[config.mk]
export PLATFORM = sky130hd
export DESIGN_NAME = multicycle_ctrl
export DESIGN_NICKNAME = d
export VERILOG_FILES = /design/src/rtl/multicycle_ctrl.sv
export SDC_FILE = /design/constraint.sdc
export NUM_CORES = 1
export LEC_CHECK = 0
export BUFFER_PORTS_ARGS = -buffer_cell sky130_fd_sc_hd__buf_2
export CAP_MARGIN = 20
export CORE_UTILIZATION = 49
export DETAILED_ROUTE_END_ITERATION = 10
export PLACE_DENSITY = 0.84
export SLEW_MARGIN = 20
export SYNTH_ARGS = -nofsm -noshare
export SYNTH_HDL_FRONTEND = slang
export SYNTH_SLANG_ARGS = --single-unit
[constraint.sdc]
create_clock -name clk -period 4.9 [get_ports clk]
set_clock_uncertainty 0.1 [all_clocks]
set_input_delay 0.98 -clock clk [delete_from_list [all_inputs] [get_ports clk]]
set_output_delay 0.98 -clock clk [all_outputs]
set_load 0.02 [all_outputs]
[src/rtl/multicycle_ctrl.sv]
// Multicycle control FSM for the ARM-subset datapath. Sequences fetch, decode,
// execute, memory and writeback over one shared memory port, owns the NZCV
// register and drives every datapath select and enable.
//
// Memory handshake: mem_req is held high for the whole access and the access
// completes on the first rising edge where mem_req and mem_ready are both 1.
// mem_we is only meaningful while mem_req is high. When WAIT_MAX is non-zero
// and the access has waited WAIT_MAX cycles, mem_req drops in that cycle,
// bus_err pulses and the FSM restarts at FETCH without advancing the PC.
`timescale 1ns/1ps
module multicycle_ctrl #(
    parameter logic [3:0] FLAGS_RST = 4'b0000,
    parameter logic [7:0] WAIT_MAX  = 8'd0
) (
    input  logic       clk,
    input  logic       reset,
    input  logic [3:0] cond,
    input  logic [1:0] op,
    input  logic [5:0] funct,
    input  logic [3:0] rd,
    input  logic [3:0] alu_flags,
    input  logic       mem_ready,
    output logic       mem_req,
    output logic       mem_we,
    output logic       adr_src,
    output logic       ir_write,
    output logic       pc_write,
    output logic       reg_write,
    output logic [1:0] alu_src_a,
    output logic [1:0] alu_src_b,
    output logic [1:0] result_src,
    output logic [1:0] alu_control,
    output logic [1:0] imm_src,
    output logic [1:0] reg_src,
    output logic [3:0] flags_q,
    output logic       bus_err,
    output logic [3:0] state_q
);

    typedef enum logic [3:0] {
        S_FETCH  = 4'd0,
        S_DECODE = 4'd1,
        S_EXECR  = 4'd2,
        S_EXECI  = 4'd3,
        S_ALUWB  = 4'd4,
        S_MEMADR = 4'd5,
        S_MEMRD  = 4'd6,
        S_MEMWR  = 4'd7,
        S_MEMWB  = 4'd8,
        S_BRANCH = 4'd9
    } state_t;

    state_t     state, state_next;
    logic [7:0] wait_cnt, wait_cnt_next;
    logic [3:0] flags_next;
    logic       cond_ok, req_state, timeout;
    logic       cmd_valid, cmd_cmp, cmd_logic;
    logic [1:0] cmd_alu;
    // Enables before reset gating; reset forces every enable low at once.
    logic       mem_req_i, mem_we_i, ir_write_i, pc_write_i, reg_write_i, bus_err_i;

    // Condition-code check of the instruction against the architectural flags.
    always_comb begin
        cond_ok = 1'b0;
        case (cond)
            4'b0000: cond_ok = flags_q[2];
            4'b0001: cond_ok = !flags_q[2];
            4'b0010: cond_ok = flags_q[1];
            4'b0011: cond_ok = !flags_q[1];
            4'b0100: cond_ok = flags_q[3];
            4'b0101: cond_ok = !flags_q[3];
            4'b0110: cond_ok = flags_q[0];
            4'b0111: cond_ok = !flags_q[0];
            4'b1000: cond_ok = flags_q[1] && !flags_q[2];
            4'b1001: cond_ok = !flags_q[1] || flags_q[2];
            4'b1010: cond_ok = (flags_q[3] == flags_q[0]);
            4'b1011: cond_ok = (flags_q[3] != flags_q[0]);
            4'b1100: cond_ok = !flags_q[2] && (flags_q[3] == flags_q[0]);
            4'b1101: cond_ok = flags_q[2] || (flags_q[3] != flags_q[0]);
            4'b1110: cond_ok = 1'b1;
            default: cond_ok = 1'b0;
        endcase
    end

    // Data-processing command decode: ALU op, compare-only and logical-class flags.
    always_comb begin
        cmd_valid = 1'b1;
        cmd_cmp   = 1'b0;
        cmd_logic = 1'b0;
        cmd_alu   = 2'b00;
        case (funct[4:1])
            4'b0100: cmd_alu = 2'b00;
            4'b0010: cmd_alu = 2'b01;
            4'b1010: begin cmd_alu = 2'b01; cmd_cmp = 1'b1; end
            4'b0000: begin cmd_alu = 2'b10; cmd_logic = 1'b1; end
            4'b1100: begin cmd_alu = 2'b11; cmd_logic = 1'b1; end
            default: cmd_valid = 1'b0;
        endcase
    end

    assign req_state = (state == S_FETCH) || (state == S_MEMRD) || (state == S_MEMWR);
    assign timeout   = req_state && !mem_ready && (WAIT_MAX != 8'd0) &&
                       (wait_cnt == WAIT_MAX - 8'd1);

    // Wait counter: counts stalled cycles of the current access, cleared on completion or timeout.
    always_comb begin
        wait_cnt_next = 8'd0;
        if (req_state && !mem_ready && !timeout)
            wait_cnt_next = wait_cnt + 8'd1;
    end

    // Next-state, flag update and datapath control decode.
    always_comb begin
        state_next  = state;
        flags_next  = flags_q;
        mem_req_i   = 1'b0;
        mem_we_i    = 1'b0;
        ir_write_i  = 1'b0;
        pc_write_i  = 1'b0;
        reg_write_i = 1'b0;
        bus_err_i   = 1'b0;
        adr_src     = 1'b0;
        alu_src_a   = 2'b00;
        alu_src_b   = 2'b00;
        result_src  = 2'b00;
        alu_control = 2'b00;
        imm_src     = 2'b00;
        reg_src     = 2'b00;
        case (state)
            S_FETCH: begin
                mem_req_i  = !timeout;
                alu_src_a  = 2'b01;
                alu_src_b  = 2'b10;
                result_src = 2'b10;
                if (mem_ready) begin
                    ir_write_i = 1'b1;
                    pc_write_i = 1'b1;
                    state_next = S_DECODE;
                end else if (timeout) begin
                    bus_err_i  = 1'b1;
                end
            end
            S_DECODE: begin
                alu_src_a = 2'b01;
                alu_src_b = 2'b10;
                reg_src   = {(op == 2'b01) && !funct[0], op == 2'b10};
                if (!cond_ok) begin
                    state_next = S_FETCH;
                end else begin
                    case (op)
                        2'b00:   state_next = funct[5] ? S_EXECI : S_EXECR;
                        2'b01:   state_next = S_MEMADR;
                        2'b10:   state_next = S_BRANCH;
                        default: begin bus_err_i = 1'b1; state_next = S_FETCH; end
                    endcase
                end
            end
            S_EXECR, S_EXECI: begin
                alu_src_b = (state == S_EXECI) ? 2'b01 : 2'b00;
                if (!cmd_valid) begin
                    bus_err_i  = 1'b1;
                    state_next = S_FETCH;
                end else begin
                    alu_control = cmd_alu;
                    if (funct[0] || cmd_cmp)
                        flags_next = cmd_logic ? {alu_flags[3:2], flags_q[1:0]} : alu_flags;
                    state_next = cmd_cmp ? S_FETCH : S_ALUWB;
                end
            end
            S_ALUWB: begin
                reg_write_i = 1'b1;
                pc_write_i  = (rd == 4'd15);
                state_next  = S_FETCH;
            end
            S_MEMADR: begin
                alu_src_b  = 2'b01;
                imm_src    = 2'b01;
                reg_src    = {!funct[0], 1'b0};
                state_next = funct[0] ? S_MEMRD : S_MEMWR;
            end
            S_MEMRD: begin
                mem_req_i = !timeout;
                adr_src   = 1'b1;
                if (mem_ready)    state_next = S_MEMWB;
                else if (timeout) begin bus_err_i = 1'b1; state_next = S_FETCH; end
            end
            S_MEMWR: begin
                mem_req_i = !timeout;
                mem_we_i  = !timeout;
                adr_src   = 1'b1;
                reg_src   = 2'b10;
                if (mem_ready)    state_next = S_FETCH;
                else if (timeout) begin bus_err_i = 1'b1; state_next = S_FETCH; end
            end
            S_MEMWB: begin
                result_src  = 2'b01;
                reg_write_i = 1'b1;
                pc_write_i  = (rd == 4'd15);
                state_next  = S_FETCH;
            end
            S_BRANCH: begin
                alu_src_a  = 2'b10;
                alu_src_b  = 2'b01;
                imm_src    = 2'b10;
                result_src = 2'b10;
                pc_write_i = 1'b1;
                state_next = S_FETCH;
            end
            default: state_next = S_FETCH;
        endcase
    end

    // State, flags and wait counter registers with asynchronous reset.
    always_ff @(posedge clk or posedge reset) begin
        if (reset) begin
            state    <= S_FETCH;
            flags_q  <= FLAGS_RST;
            wait_cnt <= 8'd0;
        end else begin
            state    <= state_next;
            flags_q  <= flags_next;
            wait_cnt <= wait_cnt_next;
        end
    end

    assign mem_req   = mem_req_i   && !reset;
    assign mem_we    = mem_we_i    && !reset;
    assign ir_write  = ir_write_i  && !reset;
    assign pc_write  = pc_write_i  && !reset;
    assign reg_write = reg_write_i && !reset;
    assign bus_err   = bus_err_i   && !reset;
    assign state_q   = state;

endmodule

==> impl_results.md <==
- Final Worst Setup Slack: roughly 1.5 ns
- CTS tree: yes
- Post-detail-place hpwl: 2040 um
- I/O Buffers: 49
- Slew Viols, Final: 0
- IO Pins: 50
- Hold buffers post-CTS: 0
- Period utilisation layout: a little over two thirds
- Grt total ovfl: 0
- Max Root-Sink Buffers: 2
- Router iterations before antenna repair: 4
- Arr. time, crit path: 2.34 ns
- Post-CTS setup buffer count: 0
- Min-delay worst type: reg -> reg
- CP max FO: 11
- Power per cell area: 386 mW/mm^2
- Highest Clock Rate: 0.292 GHz
- Max Cap Viol: 0
- Routability cong.: between 0.8 and 0.9
- Unrepaired setup endpoints after global routing: false
- WP data required: ~3.8 ns
- Initial DRC count: 29
- Clock buffer count from CTS: 3
- Clock Latency Late Sink: around 0.27 ns
- Synth Register Bits: 8
- # setup viols final: 0
- Syn Nets: about 160
- Leakage: 0.638 nW
- DR vias/cell: ~5.6
- Routed vias: 1,162
- Crit path largest cell delay: between 0.3 and 0.4 ns
- Peak VDD IR: ~0.25 mV
- Root Buffer: clkbuf_4
- Synth Warn #: 0
- Dpl ws: roughly 1.5 ns
- Post-CTS Resized: 0
- GRT Util Overall: between 20% and 30%
- Routed WL: approximately 2700 um
- First-pass GRT wire length: ~3900 um
- Final Hold Violating Endpoints: 0
- CP dominant cell by count: buf_2
- H-tree levels: 1
- Die Area: 0.00229 sq mm
- Layout cells sized above 1: ~35%
- Synth Instances: roughly 140
- Antenna Cells: 0
- Largest net degree at the start of global routing: 17
- DR DRC count: 0
- Setup_tns: 0 ns
- Avg Inst Size Synth: between 7 and 8 sq um
- Sequential fraction of the synthesis area: roughly a fifth
- Vias in the first global route: approximately 900
- Crit-path leading delay family: compound AO/OA/AOI/OAI gates
- Layout Nets: about 210
- CORE AREA: slightly below 0.002 sq mm
- Crit Path Category: in -> out
- Worst Setup End Kind: output pin
- Yosys cell types: 44
- Post-route minimum period: approximately 3.4 ns
- Worst slew pin tran: roughly 0.48 ns
- Area Growth Syn to Fin: 25.0%
- CTS sink count: 8
- Final instance area: 0.00129 sq mm
- Critical Path Slowest Stage Cell: o31ai_4
- Outcome: completed
- Slew Limit Headroom: around two thirds
- Placed cell area: 0.00127 sq mm
- Width of the die: between 40 and 50 um
- Post-DRT Antenna Nets: 0
- Row count: 16
- Die Y-Extent: about 48 um
- Layout fillers: about 190
- CP cell instances: buf_2 > xor2_1 > a31oi_1 > a31oi_4 > o31ai_4 > o21ai_1 > buf_2
- CTS clock-pin slew for the worst setup and hold paths: approximately 0.05 ns
- CP Buf/Inv Count: 2
- Critical path launch point type: input pin
- Initial antenna violation count: 0
- Wire per inst: roughly 13 um
- Initial Util: 52.6%
- Mapped Area: ~0.0010 sq mm
-- sequential cells by signal (all words and copies together), names as in the netlist --
register	count
state_q	4
flags_q	4
-- through the flow --
step	utilization, %	power [mW]	hold WS (ns)	cells
finish	65.7	0.497	0.481	206
global route	65.7	0.535	0.512	206
CTS	65.7	0.500	0.487	206
detailed placement	64.5	0.445	0.473	203
global placement	64.5	0.435	0.468	203
floorplan	-	0.362	0.587	135
-- kinds of logic after synthesis --
group,Yosys count,synth area share [%]
compound gates,34,25.9
xor+xnor,4,3.40
fa+ha+maj,5,5.83
buf+inv,20,8.62
flops,8,19.4
mux,6,6.31
simple gates,58,30.6
-- synth_stat cells --
cell type | number | area [sq um]
or2_2 | 1 | 6.26
a21o_1 | 1 | 7.51
a31oi_4 | 1 | 21.3
mux2_2 | 4 | 45.0
a31oi_1 | 5 | 31.3
a22oi_2 | 1 | 12.5
nor3_1 | 9 | 45.0
nor4b_1 | 1 | 8.76
o41ai_2 | 1 | 16.3
nand3b_1 | 3 | 22.5
nor2b_1 | 2 | 12.5
nor2_1 | 17 | 63.8
nand4b_1 | 2 | 17.5
mux2i_1 | 2 | 20.0
buf_2 | 2 | 10.0
a21oi_1 | 8 | 40.0
o21ai_1 | 2 | 10.0
o21ai_0 | 6 | 30.0
ha_1 | 4 | 50.1
xor2_1 | 2 | 17.5
a32oi_1 | 1 | 8.76
o32a_1 | 1 | 10.0
a2111oi_0 | 2 | 17.5
maj3_1 | 1 | 10.0
buf_4 | 1 | 7.51
o221ai_2 | 1 | 15.0
nand3_1 | 1 | 5.00
o2111ai_1 | 1 | 8.76
dfrtp_1 | 8 | 200
nor4bb_1 | 1 | 10.0
o31ai_4 | 1 | 21.3
clkbuf_1 | 4 | 15.0
inv_1 | 12 | 45.0
nor4_1 | 2 | 12.5
buf_6 | 1 | 11.3
nand2_1 | 7 | 26.3
a211oi_1 | 1 | 7.51
and4_1 | 2 | 17.5
xnor2_1 | 2 | 17.5
and3b_1 | 2 | 17.5
or3_1 | 1 | 6.26
nand2b_1 | 6 | 37.5
and2_1 | 1 | 6.26
o31a_1 | 1 | 8.76
-- layout make-up --
type	count	area, sq um	area share [%]
inverter	12	45.0	3.50
multi-input combinational	107	742	57.6
sequential	8	200	15.5
timing repair buffer	49	245	19.0
clock buffer	3	22.5	1.75
tap	27	33.8	2.62
-- layout by cell type, fill, tap and decap left out, drive strengths merged, types with 2 or more instances in the layout --
cell type / instances
mux2i: 2
ha: 4
dfrtp: 8
a31oi: 6
nor4: 2
inv: 12
nor2: 17
nand3b: 3
nor2b: 2
nor3: 9
a2111oi: 2
a21oi: 8
nand2: 7
nand2b: 6
clkbuf: 3
and3b: 2
and4: 2
o21ai: 8
xnor2: 2
buf: 49
xor2: 2
nand4b: 2
mux2: 4
-- report_power, final --
| part | switching (mW) | internal, mW | total (mW) |
|---|---|---|---|
| logic | 0.183 | 0.126 | 0.309 |
| clock network | 0.0243 | 0.0281 | 0.0524 |
| registers | 0.0514 | 0.0846 | 0.136 |
| total | 0.259 | 0.239 | 0.497 |
-- worst paths after layout --
| path | startpoint | endpoint | slack, ns | cells past startpoint |
|---|---|---|---|---|
| max in group asynchronous | reset | flags_q[1] | 3.77 | 2 |
| setup / recovery | cond[0] | bus_err | 1.48 | 7 |
| hold reg to reg | flags_q[1] | flags_q[1] | 0.48 | 1 |
| setup reg to reg | state_q[3] | flags_q[2] | 2.97 | 4 |
| hold / removal | flags_q[1] | flags_q[1] | 0.48 | 1 |
| min in group asynchronous | reset | state_q[2] | 0.63 | 2 |
-- layer usage --
metal | global-route usage (%) | vias up | wire length (um)
met2 | 40.8 | 50 | 1310
met5 | 0 | - | 0
met4 | 13.3 | 0 | 51
met1 | 29.5 | 529 | 1150
met3 | 7.17 | 6 | 190
li1 | - | 577 | -
Power figures use the tool's default switching activity.
